File: src/rtl/gate_led_tester.sv
// Board bring-up harness for the primitive gate library: debounced buttons drive
// gate operands, gate results are shown on PWM-dimmed LEDs with a stepped brightness.
module gate_led_tester #(
    parameter int unsigned NUM_LEDS        = 5,
    parameter int unsigned PWM_BITS        = 8,
    parameter int unsigned DUTY_BASE       = 8,
    parameter int unsigned DEBOUNCE_CYCLES = 12000
) (
    input  logic                CLK,
    input  logic                RST_N,
    input  logic                BTN1,
    input  logic                BTN2,
    input  logic                BTN3,
    output logic [NUM_LEDS-1:0] LED,
    output logic [1:0]          LEVEL
);

    localparam int unsigned NUM_BTN     = 3;
    localparam int unsigned CW          = (DEBOUNCE_CYCLES > 1) ? $clog2(DEBOUNCE_CYCLES) : 1;
    localparam int unsigned DW          = PWM_BITS + 1;
    localparam int unsigned FULL_DUTY   = 1 << PWM_BITS;
    localparam int unsigned MID_RAW     = DUTY_BASE * 4;
    localparam int unsigned BRIGHT_RAW  = DUTY_BASE * 16;
    localparam int unsigned MID_DUTY    = (MID_RAW < FULL_DUTY) ? MID_RAW : FULL_DUTY;
    localparam int unsigned BRIGHT_DUTY = (BRIGHT_RAW < FULL_DUTY) ? BRIGHT_RAW : FULL_DUTY;

    typedef enum logic [1:0] {
        LVL_DIM    = 2'd0,
        LVL_MID    = 2'd1,
        LVL_BRIGHT = 2'd2,
        LVL_FULL   = 2'd3
    } level_e;

    logic [NUM_BTN-1:0]         btn_raw;
    logic [NUM_BTN-1:0]         meta_q;
    logic [NUM_BTN-1:0]         sync_q;
    logic [NUM_BTN-1:0]         deb_q;
    logic [NUM_BTN-1:0]         deb_d;
    logic [NUM_BTN-1:0][CW-1:0] cnt_q;
    logic [NUM_BTN-1:0][CW-1:0] cnt_d;

    level_e                     state_q;
    level_e                     state_d;
    logic                       d3_prev_q;
    logic                       step_c;

    logic [PWM_BITS-1:0]        pwm_q;
    logic [DW-1:0]              duty_c;
    logic                       pwm_on_c;

    logic                       op_a;
    logic                       op_b;
    logic [NUM_LEDS-1:0]        gate_c;
    logic [NUM_LEDS-1:0]        led_q;

    assign btn_raw = {BTN3, BTN2, BTN1};

    // Two-flop synchroniser for the asynchronous buttons
    always_ff @(posedge CLK or negedge RST_N) begin
        if (!RST_N) begin
            meta_q <= '0;
            sync_q <= '0;
        end else begin
            meta_q <= btn_raw;
            sync_q <= meta_q;
        end
    end

    // Debounce: accept a new value only after DEBOUNCE_CYCLES consecutive differing cycles
    always_comb begin
        deb_d = deb_q;
        cnt_d = cnt_q;
        for (int i = 0; i < NUM_BTN; i++) begin
            if (sync_q[i] == deb_q[i]) begin
                cnt_d[i] = '0;
            end else if (cnt_q[i] == CW'(DEBOUNCE_CYCLES - 1)) begin
                deb_d[i] = sync_q[i];
                cnt_d[i] = '0;
            end else begin
                cnt_d[i] = cnt_q[i] + CW'(1);
            end
        end
    end

    always_ff @(posedge CLK or negedge RST_N) begin
        if (!RST_N) begin
            deb_q <= '0;
            cnt_q <= '0;
        end else begin
            deb_q <= deb_d;
            cnt_q <= cnt_d;
        end
    end

    // Brightness level FSM: state register plus press-edge history
    always_ff @(posedge CLK or negedge RST_N) begin
        if (!RST_N) begin
            state_q   <= LVL_DIM;
            d3_prev_q <= 1'b0;
        end else begin
            state_q   <= state_d;
            d3_prev_q <= deb_q[2];
        end
    end

    assign step_c = deb_q[2] & ~d3_prev_q;

    always_comb begin
        state_d = state_q;
        if (step_c) begin
            unique case (state_q)
                LVL_DIM:    state_d = LVL_MID;
                LVL_MID:    state_d = LVL_BRIGHT;
                LVL_BRIGHT: state_d = LVL_FULL;
                LVL_FULL:   state_d = LVL_DIM;
                default:    state_d = LVL_DIM;
            endcase
        end
    end

    // Level outputs: debug LEVEL and the saturated duty for the PWM compare
    always_comb begin
        LEVEL  = state_q;
        duty_c = DW'(DUTY_BASE);
        unique case (state_q)
            LVL_DIM:    duty_c = DW'(DUTY_BASE);
            LVL_MID:    duty_c = DW'(MID_DUTY);
            LVL_BRIGHT: duty_c = DW'(BRIGHT_DUTY);
            LVL_FULL:   duty_c = DW'(FULL_DUTY);
            default:    duty_c = DW'(DUTY_BASE);
        endcase
    end

    // Free-running PWM counter; wraps naturally at its width
    always_ff @(posedge CLK or negedge RST_N) begin
        if (!RST_N) begin
            pwm_q <= '0;
        end else begin
            pwm_q <= pwm_q + PWM_BITS'(1);
        end
    end

    assign pwm_on_c = ({1'b0, pwm_q} < duty_c);

    function automatic logic gate_bit(input int unsigned idx, input logic a, input logic b);
        logic r;
        r = 1'b0;
        unique case (idx)
            0:       r = ~(a & b);
            1:       r = ~a;
            2:       r = a & b;
            3:       r = a | b;
            4:       r = a ^ b;
            5:       r = ~(a ^ b);
            6:       r = ~(a | b);
            7:       r = a;
            default: r = 1'b0;
        endcase
        return r;
    endfunction

    assign op_a = deb_q[0];
    assign op_b = deb_q[1];

    // Only the channels that exist on this board are generated
    for (genvar g = 0; g < NUM_LEDS; g++) begin : g_gate
        assign gate_c[g] = gate_bit(g, op_a, op_b);
    end

    always_ff @(posedge CLK or negedge RST_N) begin
        if (!RST_N) begin
            led_q <= '0;
        end else begin
            led_q <= {NUM_LEDS{pwm_on_c}} & gate_c;
        end
    end

    assign LED = led_q;

endmodule
File: config.mk
export PLATFORM = sky130hd
export DESIGN_NAME = gate_led_tester
export DESIGN_NICKNAME = d
export VERILOG_FILES = /design/src/rtl/gate_led_tester.sv
export SDC_FILE = /design/constraint.sdc
export NUM_CORES = 1
export LEC_CHECK = 0
export ABC_AREA = 1
export CAP_MARGIN = 30
export CORE_MARGIN = 5
export CORE_UTILIZATION = 50
export CTS_CLUSTER_DIAMETER = 150
export DETAILED_ROUTE_END_ITERATION = 10
export GPL_TIMING_DRIVEN = 0
export PLACE_DENSITY = 0.76
export SYNTH_ARGS = -nofsm -noshare
export SYNTH_HDL_FRONTEND = slang
export SYNTH_SLANG_ARGS = --single-unit
File: constraint.sdc
create_clock -name CLK -period 2.87 [get_ports CLK]
set_clock_uncertainty 0.15 [all_clocks]
set_input_delay 0.4305 -clock CLK [delete_from_list [all_inputs] [get_ports CLK]]
set_output_delay 0.4305 -clock CLK [all_outputs]
set_load 0.02 [all_outputs]
# Word level (Yosys, flattened, before mapping)
# Cells that the tools add are included.
[totals]
regBits = 67
word_cells = 49
input_bits = 5
out_inout_bits = 7
[classes]
n_lt_le_gt_ge = 1
muxes = 8
eq_ne = 9
n_reduce_logical = 4
add_sub_neg = 4
bitwise_logic = 11
[ops]
columns = ["operator", "n"]
rows = [
  ["14-bit 2-to-1 mux", 6],
  ["14-bit by 1-bit adder with 14-bit output, second input constant", 3],
  ["14-bit == test, second input constant", 3],
  ["9-bit one-hot mux with 4 select lines", 1],
  ["8-bit by 9-bit less-than comparator with 1-bit output", 1],
  ["8-bit by 1-bit adder with 8-bit output, second input constant", 1],
  ["2-bit one-hot mux with 4 select lines", 1],
  ["1-bit NOT", 6],
  ["2-bit AND reduction", 3],
  ["5-bit bitwise AND", 1],
  ["2-bit == test, second input constant", 2],
  ["1-bit == test", 3],
  ["1-bit bitwise AND", 2],
  ["2-bit by 1-bit == test with 1-bit output, second input constant", 1],
  ["2-bit logical NOT", 1],
  ["1-bit OR", 1],
  ["1-bit XOR", 1],
]

# Longest topological paths before layout
# Gate-level depths: netlist (run 1).
[depth]
depth_word = 4
mapped_depth = 9
mapped_depth_nobuf = 9

# Worst setup path after synthesis (run 1)
# Ideal clock, no wire load.
[synth_timing]
path_kind = "register -> register"
from = "register state_q[0], in the netlist LEVEL[0]"
to = "register led_q[1], in the netlist LED[1]"
setup_ns = 0.125
n_path_buf = 0
slack_ns = 1.167
arrival_time_ns = 1.428
synth_period_minus_slack_ns = 1.703
t_required_ns = 2.595
stages_incl_launch_ff = 9
path_cell_list = "dfrtp_1 -> inv_1 -> ha_1 -> inv_1 -> ha_1 -> inv_1 -> or2_2 -> nand3_1 -> nor2_1"
[synth_via]
elab_chain_cells = 4
elab_cells_between_ends = 7
cone_classes = "order compare (1); eq/ne (3); mux (1); bitwise (1); reduce/logical (1)"
[synth_lines]
columns = ["item", "line_no", "source"]
rows = [
  ["from (decl)", "42", "level_e state_q;"],
  ["from (signal assigned)", "101", "state_q <= state_d;"],
  ["2-bit == test (tied with other cells)", "125", "unique case (state_q)"],
  ["9-bit one-hot mux with 4 select lines *", "125", ""],
  ["8-bit by 9-bit less-than comparator with 1-bit output *", "143", "assign pwm_on_c = ({1'b0, pwm_q} < duty_c);"],
  ["5-bit bitwise AND *", "174", "led_q <= {NUM_LEDS{pwm_on_c}} & gate_c;"],
  ["to (signal assigned)", "174", ""],
  ["to (decl)", "54", "logic [NUM_LEDS-1:0] led_q;"],
]
# Every way passes the cells marked *; elsewhere a longest branch is shown, timed or not. The select of a mux whose other input is x is not followed.
# A chain may end at the register's enable or synchronous reset.

# Final worst setup path (run 1)
[layout_timing]
from = "register state_q[0], in the netlist LEVEL[0]"
to = "output port LEVEL[0]"
[layout_rtl]
columns = ["item", "line_no", "source"]
rows = [
  ["to (decl)", "15", "output logic [1:0] LEVEL"],
]
# No word-level cell between the ends.

==> results_tabular.tex, run 1 <==
\begin{tabular}{lr}
\hline
Metric & Value \\
\hline
\multicolumn{2}{l}{\textbf{Clocking}} \\
\quad Clock tree from TritonCTS & done \\
\quad Total setup buffers inserted after CTS & 0 \\
\quad Clock Latency Late Sink & around 0.35 ns \\
\quad Count of H-tree levels built during CTS & 3 \\
\quad Buffer levels on the longest clock path & 2 \\
\quad CTS Hold Buffers Added & 0 \\
\quad Root cell of the clock tree & clkbuf\_8 \\
\quad Clock buffer count from CTS & 9 \\
\quad Total of cells resized after clock tree synthesis & 0 \\
\quad Total clock sinks & between 60 and 70 \\
\quad Clock transition at the registers of the reported paths & roughly 0.080 ns \\
\multicolumn{2}{l}{\textbf{Setup path}} \\
\quad Logic depth of the worst register-to-register path & 9 \\
\quad Category of cells accounting for the largest share of critical-path delay & buffers and inverters \\
\quad Series of cell instances along the critical path & clkdlybuf4s50\_1 \\
\quad Capturing element type of the critical path & output port \\
\quad RR Endpoint & LED[0] \\
\quad Worst Setup Start Kind & flop \\
\quad Levels on crit path & 1 \\
\quad Critical path capture point & LEVEL[0] \\
\quad Number of buffers and inverters on the critical path & 1 \\
\quad Setup slack, reg-to-reg & 1.06 ns \\
\quad Category of the most critical setup path & reg2out \\
\quad Critical path fanouts, max & 4 \\
\quad Arr. time, crit path & between 1 and 1.5 ns \\
\quad Required time worst endpoint & $\sim$2.3 ns \\
\quad Launching element of the worst setup path & LEVEL[0] \\
\quad RR Startpoint & LEVEL[0] \\
\quad Slowest stage cell on the critical path & clkdlybuf4s50\_1 \\
\quad Stage delay of the slowest cell on the critical path & 0.63 ns \\
\multicolumn{2}{l}{\textbf{Pwr}} \\
\quad Total Power Consumption & about 2.0 mW \\
\quad Pleak & 1.650 nW \\
\quad Pwr Density & approximately 510 mW/mm2 \\
\quad Worst VDD drop & approximately 0.00031 V \\
\multicolumn{2}{l}{\textbf{Placement}} \\
\quad Half-perimeter wire length after placement & between 4 and 5 mm \\
\quad I/O Buffers & 11 \\
\quad Global placement routability congestion & 0.9300 \\
\quad Placed insts & just under 500 \\
\multicolumn{2}{l}{\textbf{Detailed routing}} \\
\quad ANT nets after route & 0 \\
\quad Number of search-and-repair iterations in the first detailed-routing pass & 4 \\
\quad Vias after detailed routing & between 2000 and 3000 \\
\quad Total wire length & 6.132 mm \\
\quad Detailed-route wire length per cell & around 12 um \\
\quad Detailed-route vias per instance & just over 5 \\
\quad Initial drt markers & 131 \\
\quad Number of DRC violations after detailed routing & 0 \\
\multicolumn{2}{l}{\textbf{Logic synthesis}} \\
\quad Cell taking the most area after synthesis & dfrtp\_1 \\
\quad Leading cell types by total area after synthesis & dfrtp\_1 (49\%), nor2\_1 (9.5\%), nand2\_1 (7.6\%) \\
\quad Cell count after synthesis & about 400 \\
\quad Distinct cell type count of the synthesized netlist & 19 \\
\quad Number of flops mapped to enable cells by yosys & 0 \\
\quad Area share of the largest cell type after synthesis & 49.30\% \\
\quad Syn\_nets & between 400 and 500 \\
\quad Synthesized area per cell & approximately 8.6 um2 \\
\quad Yosys warnings & 0 \\
\quad Count of state elements after synthesis & 67 \\
\quad Sequential cell area fraction in the yosys report & 49.30\% \\
\quad Most frequently used flop master after synthesis & dfrtp\_1 \\
\quad Total standard cell area after synthesis & 0.003401 mm2 \\
\quad Async set-or-reset flop fraction in the synthesized netlist & 100.0\% \\
\multicolumn{2}{l}{\textbf{STA}} \\
\quad Final clock period utilization by the worst path & around two thirds \\
\quad Max Freq & between 500 and 600 MHz \\
\quad Worst slew margin relative to its limit & 46.23\% \\
\quad Slew at the pin with the worst max-slew slack & slightly above 0.8 ns \\
\quad Endpoints failing hold & 0 \\
\quad Setup repair after global routing missed its margin & false \\
\quad Final critical delay including setup and external delays & 1.958 ns \\
\quad Max Transition Viols Final & 0 \\
\quad Final setup violation count & 0 \\
\multicolumn{2}{l}{\textbf{Cells and area}} \\
\quad Final standard cell utilization of the core & $\sim$57\% \\
\quad Layout overhead on the synthesized area & 13.17\% \\
\quad Register area & approximately 0.0017 mm2 \\
\quad Number of standard cells in the layout, taps in and fillers out & 502 \\
\quad Fraction of layout cells with a size suffix above 1 & between 10\% and 20\% \\
\quad Fin nets & approximately 440 \\
\quad Antenna Diode Count & 0 \\
\quad Area occupied by multi-input gates & 0.001567 mm2 \\
\quad Number of fillers in the final layout & 577 \\
\multicolumn{2}{l}{\textbf{Run}} \\
\quad Total of max-cap violations & 0 \\
\multicolumn{2}{l}{\textbf{Die}} \\
\quad Die H & just over 90 um \\
\quad Initial Util & between 50\% and 60\% \\
\quad Core area & roughly 0.0067 mm2 \\
\quad Number of core rows & 30 \\
\quad Number of top-level pins & 12 \\
\quad Floorplan die area & 0.008551 mm2 \\
\quad Die Span X & roughly 92 um \\
\multicolumn{2}{l}{\textbf{Global routing}} \\
\quad Global-route usage over all layers & roughly 16\% \\
\quad Vias in the first global route & 2433 \\
\quad Number of antenna violations at the first check in global routing & 0 \\
\quad GR Overflow Total & 0 \\
\quad Largest net degree at the start of global routing & between 60 and 70 \\
\quad Global-route wire length before repair & 11.01 mm \\
\multicolumn{2}{l}{\textbf{Run status}} \\
\quad Status & completed \\
\multicolumn{2}{l}{\textbf{Worst hold path}} \\
\quad Min-delay worst type & in2async \\
\hline
\end{tabular}
how the worst min path moves through the flow:
stage                     startpoint  cells past startpoint         to  slack, ns
final                          RST_N                      1   cnt_q[2]       0.02
after global routing           RST_N                      1   cnt_q[2]       0.11
after CTS                      RST_N                      1   cnt_q[2]       0.05
after floorplan                RST_N                      0     LED[0]      -0.02
after global placement     meta_q[2]                      0  sync_q[2]       0.18
after detailed placement   meta_q[2]                      0  sync_q[2]       0.19
cell type report:
cell class	instances	share of cell area, %
Sequential cell	67	43.56
Multi-Input combinational cell	286	40.70
Inverter	42	4.096
Clock buffer	9	3.218
Clock inverter	7	3.023
Timing Repair Buffer	11	2.796
Tap cell	80	2.601
cell families after synthesis:
family	after synthesis	share of synthesized area, %
xor gates and xnor gates	31	8.646
adders and majority gates	15	5.519
and+or+nand+nor	225	29.58
buffers and inverters	42	4.636
DFF	67	49.30
AOI/OAI and AO/OA	15	2.318
cell usage after synthesis (8+ instances only):
cell / n
nor2_1: 86
nand2_1: 69
dfrtp_1: 67
inv_1: 41
nand3_1: 35
xor2_1: 18
ha_1: 15
nand4_1: 13
nor2_2: 10
xnor2_1: 10
a21oi_1: 8
metal layers:
layer	GRT usage [%]	vias to the layer above	wire (um)
met5	0	-	0
li1	-	1285	-
met3	4.305	13	292
met1	21.26	1208	2863
met4	7.178	0	144
met2	25.14	50	2830
state kept, by name, indices dropped and copies added (netlist names):
name and flops:
LEVEL 2, d3_prev_q 1, pwm_q 8, sync_q 3, deb_q 3, cnt_q 42, meta_q 3, LED 5
layout by cell type, fill, tap and decap left out, drive strengths merged, types with 3 or more instances in the layout:
cell,count
nor2,96
nand2,76
dfrtp,67
inv,42
nand3,39
xor2,21
ha,15
nand4,13
xnor2,10
clkdlybuf4s50,10
clkbuf,9
a21oi,8
o21ai,4
a31oi,3
bufinv,3
clkinv,3
report_power, final:
group	leakage (nW)	internal [mW]	switching (mW)	total, mW
clock	0.119	0.575	0.366	0.941
combinational	0.630	0.0221	0.0424	0.0646
sequential	0.900	0.958	0.0170	0.975
metrics by stage:
step	hold slack [ns]	setup WS [ns]	instance area, um2	setup TNS (ns)
final	0.01619	0.9117	3849	0
after floorplan	-0.01509	1.167	3401	0
after global routing	0.1054	0.8475	3849	0
after global placement	0.1838	-0.9428	3611	-63.01
after detailed placement	0.1871	1.063	3608	0
after CTS	0.05220	0.8956	3849	0
(Power assumes the default switching activity.)
==> run 2: changes to the inputs <==
Settings changed: PLACE_DENSITY 0.76 to 0.79.
Clock period 2.87 ns to 1.6 ns, I/O delays scaled along.
==> run 2 against run 1 <==
Against the previous run:
- register-to-register slack worse by 1.2 ns
- flip-flop and latch count unchanged
- die area stayed put
- the run now ends with setup timing left
- first-iteration DRC count is 26% higher
- sequential share of layout area fell by 1.2 points
- via count is 3.1% higher
- setup slack worse by 1.0 ns
- combinational power grew 81%
- worst hold slack improved by 0.17 ns
- routed wire length up 9.3%
==> results_tabular.tex, run 2 (synthesized netlist as in run 1, its figures left out) <==
\begin{tabular}{lr}
\hline
Metric & Value \\
\hline
\multicolumn{2}{l}{\textbf{Run status}} \\
\quad Status & complete, but fails checks \\
\quad Violations in the final reports & setup timing \\
\multicolumn{2}{l}{\textbf{Setup path}} \\
\quad Arr. time, crit path & 1.80 ns (+0.42 ns) \\
\quad Critical path fanouts, max & 5 (+1) \\
\quad Launching element of the worst setup path & LEVEL[0] \\
\quad Capturing element type of the critical path & flop \\
\quad Stage delay of the slowest cell on the critical path & 0.43 ns (-0.20 ns) \\
\quad Series of cell instances along the critical path & inv\_2 -> ha\_4 -> inv\_2 -> ha\_4 -> inv\_2 -> nor2\_4 -> nand4\_1 -> nand3\_4 -> nor2\_2 \\
\quad Required time worst endpoint & 1.68 ns (-0.61 ns) \\
\quad Crit-path most repeated cell & inv\_2 \\
\quad Worst Setup Start Kind & flop \\
\quad Category of the most critical setup path & reg2reg \\
\quad Slowest stage cell on the critical path & dfrtp\_2 \\
\quad RR Startpoint & LEVEL[0] \\
\multicolumn{2}{l}{\textbf{Die}} \\
\quad Core area & 0.006719 mm2 (unchanged) \\
\quad Die Span X & 92.47 um (unchanged) \\
\quad Die H & 92.47 um (unchanged) \\
\quad Number of top-level pins & 12 (unchanged) \\
\quad Floorplan die area & 0.008551 mm2 (unchanged) \\
\quad Initial Util & 50.61\% (unchanged) \\
\quad Number of core rows & 30 (unchanged) \\
\multicolumn{2}{l}{\textbf{Detailed routing}} \\
\quad Number of DRC violations after detailed routing & 0 (unchanged) \\
\quad Initial drt markers & 165 (+26\%) \\
\quad Detailed-route vias per instance & 5.165 (+1.4\%) \\
\quad ANT nets after route & 0 (unchanged) \\
\quad Vias after detailed routing & 2634 (+3.1\%) \\
\quad Total wire length & 6.702 mm (+9.3\%) \\
\quad Number of search-and-repair iterations in the first detailed-routing pass & 4 (unchanged) \\
\quad Detailed-route wire length per cell & 13.14 um (+7.6\%) \\
\multicolumn{2}{l}{\textbf{Global routing}} \\
\quad Global-route wire length before repair & 11.96 mm (+8.6\%) \\
\quad Largest net degree at the start of global routing & 68 (unchanged) \\
\quad Global-route usage over all layers & 17.49\% (+1.3 points) \\
\quad GR Overflow Total & 0 (unchanged) \\
\quad Number of antenna violations at the first check in global routing & 0 (unchanged) \\
\quad Vias in the first global route & 2672 (+9.8\%) \\
\multicolumn{2}{l}{\textbf{Clocking}} \\
\quad Clock transition at the registers of the reported paths & 0.07 ns (about the same) \\
\quad Buffer levels on the longest clock path & 2 (unchanged) \\
\quad Clock buffer count from CTS & 9 (unchanged) \\
\quad Clock tree from TritonCTS & done \\
\quad Clock Latency Late Sink & 0.34 ns (about the same) \\
\quad Root cell of the clock tree & clkbuf\_8 \\
\quad Total clock sinks & 67 (unchanged) \\
\quad Count of H-tree levels built during CTS & 3 (unchanged) \\
\multicolumn{2}{l}{\textbf{Placement}} \\
\quad Global placement routability congestion & 0.8933 (-3.9\%) \\
\quad Placed insts & 486 (unchanged) \\
\quad Post-detailed-placement cell area & 0.003615 mm2 (+0.17\%) \\
\quad Half-perimeter wire length after placement & 4.567 mm (+2.9\%) \\
\quad I/O Buffers & 11 (unchanged) \\
\multicolumn{2}{l}{\textbf{Cells and area}} \\
\quad Largest reg by FF count & cnt\_q \\
\quad Most common cell after layout, fill and taps aside & nor2\_1 \\
\quad Antenna Diode Count & 0 (unchanged) \\
\quad Highest-count cells in the layout ignoring fill and taps & nor2\_1 (78), nand2\_1 (69), dfrtp\_1 (66) \\
\quad Number of flip-flops under the largest register name & 42 (unchanged) \\
\quad Number of fillers in the final layout & 545 (-5.5\%) \\
\quad Number of standard cells in the layout, taps in and fillers out & 510 (+1.6\%) \\
\quad Layout overhead on the synthesized area & 16.45\% \\
\quad Fraction of layout cells with a size suffix above 1 & 16.28\% (+6.1 points) \\
\quad Fin nets & 445 (+1.8\%) \\
\quad Total non-filler cell area in the finished layout & 0.003960 mm2 (+2.9\%) \\
\multicolumn{2}{l}{\textbf{STA}} \\
\quad Least setup slack across all paths after layout & -0.1129 ns (-1.025 ns) \\
\quad Slew at the pin with the worst max-slew slack & 0.8130 ns (+0.006487 ns) \\
\quad Final setup violation count & 5 (+5) \\
\quad Max Freq & between 500 and 600 MHz \\
\quad Endpoints failing hold & 0 (unchanged) \\
\quad Max Transition Viols Final & 0 (unchanged) \\
\quad Setup repair after global routing missed its margin & true \\
\quad Final critical delay including setup and external delays & 1.713 ns \\
\quad WHS & 0.1817 ns (+0.1655 ns) \\
\quad Final clock period utilization by the worst path & 107.1\% \\
\quad Worst slew margin relative to its limit & 45.80\% (-0.43 points) \\
\multicolumn{2}{l}{\textbf{Pwr}} \\
\quad Total Power Consumption & 3.252 mW (+64\%) \\
\quad Pleak & 1.704 nW (+3.3\%) \\
\quad Pwr Density & 821.2 mW/mm2 (+60\%) \\
\quad Worst VDD drop & 0.0003996 V (+31\%) \\
\multicolumn{2}{l}{\textbf{Run}} \\
\quad Total of max-cap violations & 0 (unchanged) \\
\multicolumn{2}{l}{\textbf{Worst hold path}} \\
\quad Min-delay worst type & in2reg \\
\quad Hold path startpoint & BTN3 \\
\hline
\end{tabular}
==> run 2: final cells by class <==
type                       count  area, um2  share of cell area (%)
clock buffer                   9      123.9                   3.128
multi-input combinational    286       1667                   42.09
sequential                    67       1678                   42.37
clock inverter                 7      68.82                   1.738
timing repair buffer          19      165.2                   4.171
tap                           80      100.1                   2.528
inverter                      42      157.7                   3.981
==> run 2: worst paths after layout <==
path / end / cells past startpoint / slack [ns]
worst max-delay path: LED[4] / 9 / -0.11
worst min-delay path: meta_q[2] / 1 / 0.18
worst max register to register: LED[4] / 9 / -0.11
worst min register to register: sync_q[1] / 0 / 0.20
max in group asynchronous: LEVEL[0] / 2 / 0.33
min in group asynchronous: cnt_q[0] / 2 / 0.37
==> run 2: worst max-delay path, delay by kind of cell (launching register included) <==
family,cells,cell delay [ns]
AND/OR/NAND/NOR,4,0.44
adder cells (fa/ha/maj),2,0.39
buffers and inverters,3,0.18
flip-flops,1,0.43
==> run 2: power breakdown <==
group | total, mW | switching (mW) | internal [mW] | leakage (nW)
clock network | 1.39 | 0.673 | 0.713 | 0.0950
logic | 0.117 | 0.0764 | 0.0411 | 0.711
registers | 1.75 | 0.0302 | 1.72 | 0.899
==> run 2: timing repair <==
action,in CTS,in global routing
endpoints found under the hold margin,67,0
gates cloned,0,0
endpoints found under the setup margin,12,14
pin swaps,5,1
hold buffers,1,0
resized for setup,26,6
setup buffers,6,1
==> run 2: stage by stage <==
stage,utilization [%],setup TNS (ns),setup WS (ns)
detailed placement,53.80,-0.6251,-0.1548
CTS,58.57,-0.4254,-0.09205
global route,58.94,-0.9245,-0.1982
finish,58.94,-0.5269,-0.1129
global placement,53.84,-133.95,-2.232
floorplan,-,-0.07027,-0.02037
==> run 2: per-layer routing <==
metal	track usage, %	share of wire, %
met5	0	0
met4	7.054	1.4
met3	4.305	4.2
met2	29.18	51
met1	21.71	44
==> run 3: changes to the inputs <==
Settings changed: ABC_AREA 1 to 0, CELL_PAD_IN_SITES_DETAIL_PLACEMENT from default to 1, CELL_PAD_IN_SITES_GLOBAL_PLACEMENT from default to 2, CORE_UTILIZATION 50 to 36, PLACE_DENSITY 0.79 to 0.83.
==> run 3 against run 2 <==
Against the previous run:
- the flow still finishes with violations (setup timing)
- worst hold slack worse by 0.0063 ns
- die area increased by 22%
- clock power about the same
- cell count shrank 13%
- first-iteration DRC count shrank 53%
- sequential power about the same
- combinational power grew 63%
- flip-flop and latch count did not move
- final area up 2.7%
- critical path depth is 6 lower
==> results_tabular.tex, run 3 <==
\begin{tabular}{lr}
\hline
Metric & Value \\
\hline
\multicolumn{2}{l}{\textbf{Logic synthesis}} \\
\quad Cell taking the most area after synthesis & dfrtp\_1 \\
\quad Most frequently used flop master after synthesis & dfrtp\_1 \\
\quad Sequential cell area fraction in the yosys report & 54.85\% (+5.5 points) \\
\quad Leading cell types by total area after synthesis & dfrtp\_1 (55\%), xnor2\_1 (7.7\%), ha\_1 (6.1\%) \\
\quad Syn\_nets & 304 (-27\%) \\
\quad Async set-or-reset flop fraction in the synthesized netlist & 100.0\% (unchanged) \\
\quad Ranking of synthesized cells by instance count & dfrtp\_1 (67), nor2\_1 (49), xnor2\_1 (27), nand3\_1 (20), xor2\_1 (16) \\
\quad Count of state elements after synthesis & 67 (unchanged) \\
\quad Area share of the largest cell type after synthesis & 54.85\% (+5.5 points) \\
\quad Distinct cell type count of the synthesized netlist & 32 (+13) \\
\quad Cell count after synthesis & 284 (-28\%) \\
\quad Library cell with the highest instance count after synthesis & dfrtp\_1 \\
\quad Yosys warnings & 0 (unchanged) \\
\quad Total standard cell area after synthesis & 0.003057 mm2 (-10\%) \\
\quad Synthesized area per cell & 10.76 um2 (+25\%) \\
\quad Number of flops mapped to enable cells by yosys & 0 (unchanged) \\
\multicolumn{2}{l}{\textbf{Cells and area}} \\
\quad Most common cell after layout, fill and taps aside & dfrtp\_1 \\
\quad Highest-count cells in the layout ignoring fill and taps & dfrtp\_1 (63), nor2\_2 (27), xnor2\_1 (26) \\
\quad Antenna Diode Count & 0 (unchanged) \\
\quad Number of standard cells in the layout, taps in and fillers out & 444 (-13\%) \\
\quad Total non-filler cell area in the finished layout & 0.004066 mm2 (+2.7\%) \\
\quad Largest reg by FF count & cnt\_q \\
\quad Fin nets & 354 (-20\%) \\
\quad Number of flip-flops under the largest register name & 42 (unchanged) \\
\quad Fraction of layout cells with a size suffix above 1 & 34.22\% (+18 points) \\
\quad Final standard cell utilization of the core & 49.24\% (-9.7 points) \\
\quad Layout overhead on the synthesized area & 33.03\% \\
\multicolumn{2}{l}{\textbf{Detailed routing}} \\
\quad Detailed-route wire length per cell & 15.55 um (+18\%) \\
\quad Vias after detailed routing & 2201 (-16\%) \\
\quad Number of DRC violations after detailed routing & 0 (unchanged) \\
\quad ANT nets after route & 0 (unchanged) \\
\quad Number of search-and-repair iterations in the first detailed-routing pass & 4 (unchanged) \\
\quad Detailed-route vias per instance & 4.957 (-4.0\%) \\
\quad Initial drt markers & 77 (-53\%) \\
\quad Total wire length & 6.902 mm (+3.0\%) \\
\multicolumn{2}{l}{\textbf{STA}} \\
\quad Final setup violation count & 50 (+45) \\
\quad Max Transition Viols Final & 0 (unchanged) \\
\quad Max Freq & 481.4 MHz (-18\%) \\
\quad Worst slew margin relative to its limit & 44.13\% (-1.7 points) \\
\quad Slew at the pin with the worst max-slew slack & 0.8380 ns (+0.02500 ns) \\
\quad Setup repair after global routing missed its margin & true \\
\quad Final critical delay including setup and external delays & 2.077 ns (+0.3644 ns) \\
\quad Endpoints failing hold & 0 (unchanged) \\
\quad Final clock period utilization by the worst path & 129.8\% (+23 points) \\
\quad Least setup slack across all paths after layout & -0.4772 ns (-0.3644 ns) \\
\multicolumn{2}{l}{\textbf{Placement}} \\
\quad Half-perimeter wire length after placement & 4.091 mm (-10\%) \\
\quad Placement-stage worst setup slack & -0.5188 ns (-0.3640 ns) \\
\quad I/O Buffers & 11 (unchanged) \\
\quad Global placement routability congestion & 0.7601 (-15\%) \\
\quad Placed insts & 400 (-18\%) \\
\quad Post-detailed-placement cell area & 0.003412 mm2 (-5.6\%) \\
\multicolumn{2}{l}{\textbf{Global routing}} \\
\quad Global-route usage over all layers & 14.10\% (-3.4 points) \\
\quad Number of antenna violations at the first check in global routing & 0 (unchanged) \\
\quad Vias in the first global route & 2349 (-12\%) \\
\quad Global-route wire length before repair & 11.39 mm (-4.7\%) \\
\quad Largest net degree at the start of global routing & 68 (unchanged) \\
\quad GR Overflow Total & 0 (unchanged) \\
\multicolumn{2}{l}{\textbf{Setup path}} \\
\quad Category of the most critical setup path & reg2reg \\
\quad Capturing element type of the critical path & flop \\
\quad Critical path fanouts, max & 3 (-2) \\
\quad Arr. time, crit path & 2.16 ns (+0.36 ns) \\
\quad Series of cell instances along the critical path & or4b\_4 -> or4\_4 -> mux2\_4 \\
\quad Slowest stage cell on the critical path & or4\_4 \\
\quad Required time worst endpoint & 1.68 ns (about the same) \\
\quad Stage delay of the slowest cell on the critical path & 0.55 ns (+0.12 ns) \\
\quad Worst Setup Start Kind & flop \\
\multicolumn{2}{l}{\textbf{Run}} \\
\quad Total of max-cap violations & 0 (unchanged) \\
\multicolumn{2}{l}{\textbf{Clocking}} \\
\quad Clock buffer count from CTS & 9 (unchanged) \\
\quad Count of H-tree levels built during CTS & 3 (unchanged) \\
\quad Total clock sinks & 67 (unchanged) \\
\quad Clock transition at the registers of the reported paths & 0.07 ns (about the same) \\
\quad Clock Latency Late Sink & 0.35 ns (about the same) \\
\quad Root cell of the clock tree & clkbuf\_8 \\
\quad Buffer levels on the longest clock path & 2 (unchanged) \\
\quad Clock tree from TritonCTS & done \\
\multicolumn{2}{l}{\textbf{Pwr}} \\
\quad Worst VDD drop & 0.0004582 V (+15\%) \\
\quad Pleak & 1.718 nW (+0.80\%) \\
\quad Total Power Consumption & 3.338 mW (+2.7\%) \\
\quad Pwr Density & 821.0 mW/mm2 (about the same) \\
\multicolumn{2}{l}{\textbf{Die}} \\
\quad Die Span X & 102.1 um (+10\%) \\
\quad Number of core rows & 33 (+10\%) \\
\quad Initial Util & 37.02\% (-14 points) \\
\quad Die H & 102.1 um (+10\%) \\
\quad Floorplan die area & 0.01043 mm2 (+22\%) \\
\quad Core area & 0.008258 mm2 (+23\%) \\
\quad Number of top-level pins & 12 (unchanged) \\
\multicolumn{2}{l}{\textbf{Run status}} \\
\quad Status & complete, but fails checks \\
\quad Violations in the final reports & setup timing \\
\multicolumn{2}{l}{\textbf{Worst hold path}} \\
\quad Min-delay worst type & in2reg \\
\hline
\end{tabular}
## run 3: layout make-up
| type | instances | area (um2) |
|---|---|---|
| tap | 105 | 131.4 |
| buffer | 2 | 30.03 |
| clock inverter | 5 | 52.55 |
| fill | 885 | 4192 |
| timing repair buffer | 42 | 397.9 |
| multi-input combinational | 197 | 1575 |
| inverter | 15 | 56.30 |
| clock buffer | 11 | 141.4 |
| sequential | 67 | 1682 |
## run 3: worst paths after layout
kind	slack [ns]	startpoint	cells after the start	end
min	0.18	BTN2	1	meta_q[1]
max reg2reg	-0.48	cnt_q[36]	3	deb_q[2]
min in group asynchronous	0.38	RST_N	2	LEVEL[0]
min reg2reg	0.20	meta_q[0]	0	sync_q[0]
max	-0.48	cnt_q[36]	3	deb_q[2]
max in group asynchronous	0.31	RST_N	2	cnt_q[19]
## run 3: through the flow
step | TNS, ns | hold WS [ns]
5_1_grt | -16.04 | 0.1542
6_report | -12.98 | 0.1754
4_1_cts | -11.72 | 0.1635
2_1_floorplan | -8.017 | -0.2056
3_5_place_dp | -14.27 | 0.1871
3_3_place_gp | -156.65 | 0.1845
## run 3: worst max-delay path: cells and delay by family (launching register included)
family           cells  cell delay, ns
and+or+nand+nor      2            1.08
muxes                1            0.32
DFF                  1            0.41
## run 3: metal layers
metal / global-route usage (%) / up-vias / routed length [um]
li1: - / 1056 / -
met4: 7.770 / 0 / 210
met1: 17.58 / 1101 / 3035
met2: 22.69 / 26 / 3490
met3: 3.140 / 18 / 166
met5: 0 / - / 0
## run 3: repair_timing
action,4_1_cts,5_1_grt
buffers inserted,17,12
setup endpoints to repair,57,50
hold endpoints to repair,67,0
gates resized for setup,30,52
pin swaps,8,8
cloned,2,1
hold buffers,1,0
## run 3: cell families after synthesis
| logic type | count (synthesis) | synth area share [%] |
|---|---|---|
| muxes | 3 | 1.228 |
| buffers and inverters | 20 | 3.029 |
| AOI/OAI and AO/OA | 8 | 1.596 |
| and+or+nand+nor | 128 | 20.84 |
| DFF | 67 | 54.85 |
| adders and majority gates | 15 | 6.140 |
| xor gates and xnor gates | 43 | 12.32 |
## run 3: power by group
part | switching, mW | total [mW] | internal, mW
combinational | 0.109 | 0.191 | 0.0816
sequential | 0.0284 | 1.75 | 1.72
clock | 0.646 | 1.40 | 0.754
total | 0.784 | 3.34 | 2.55
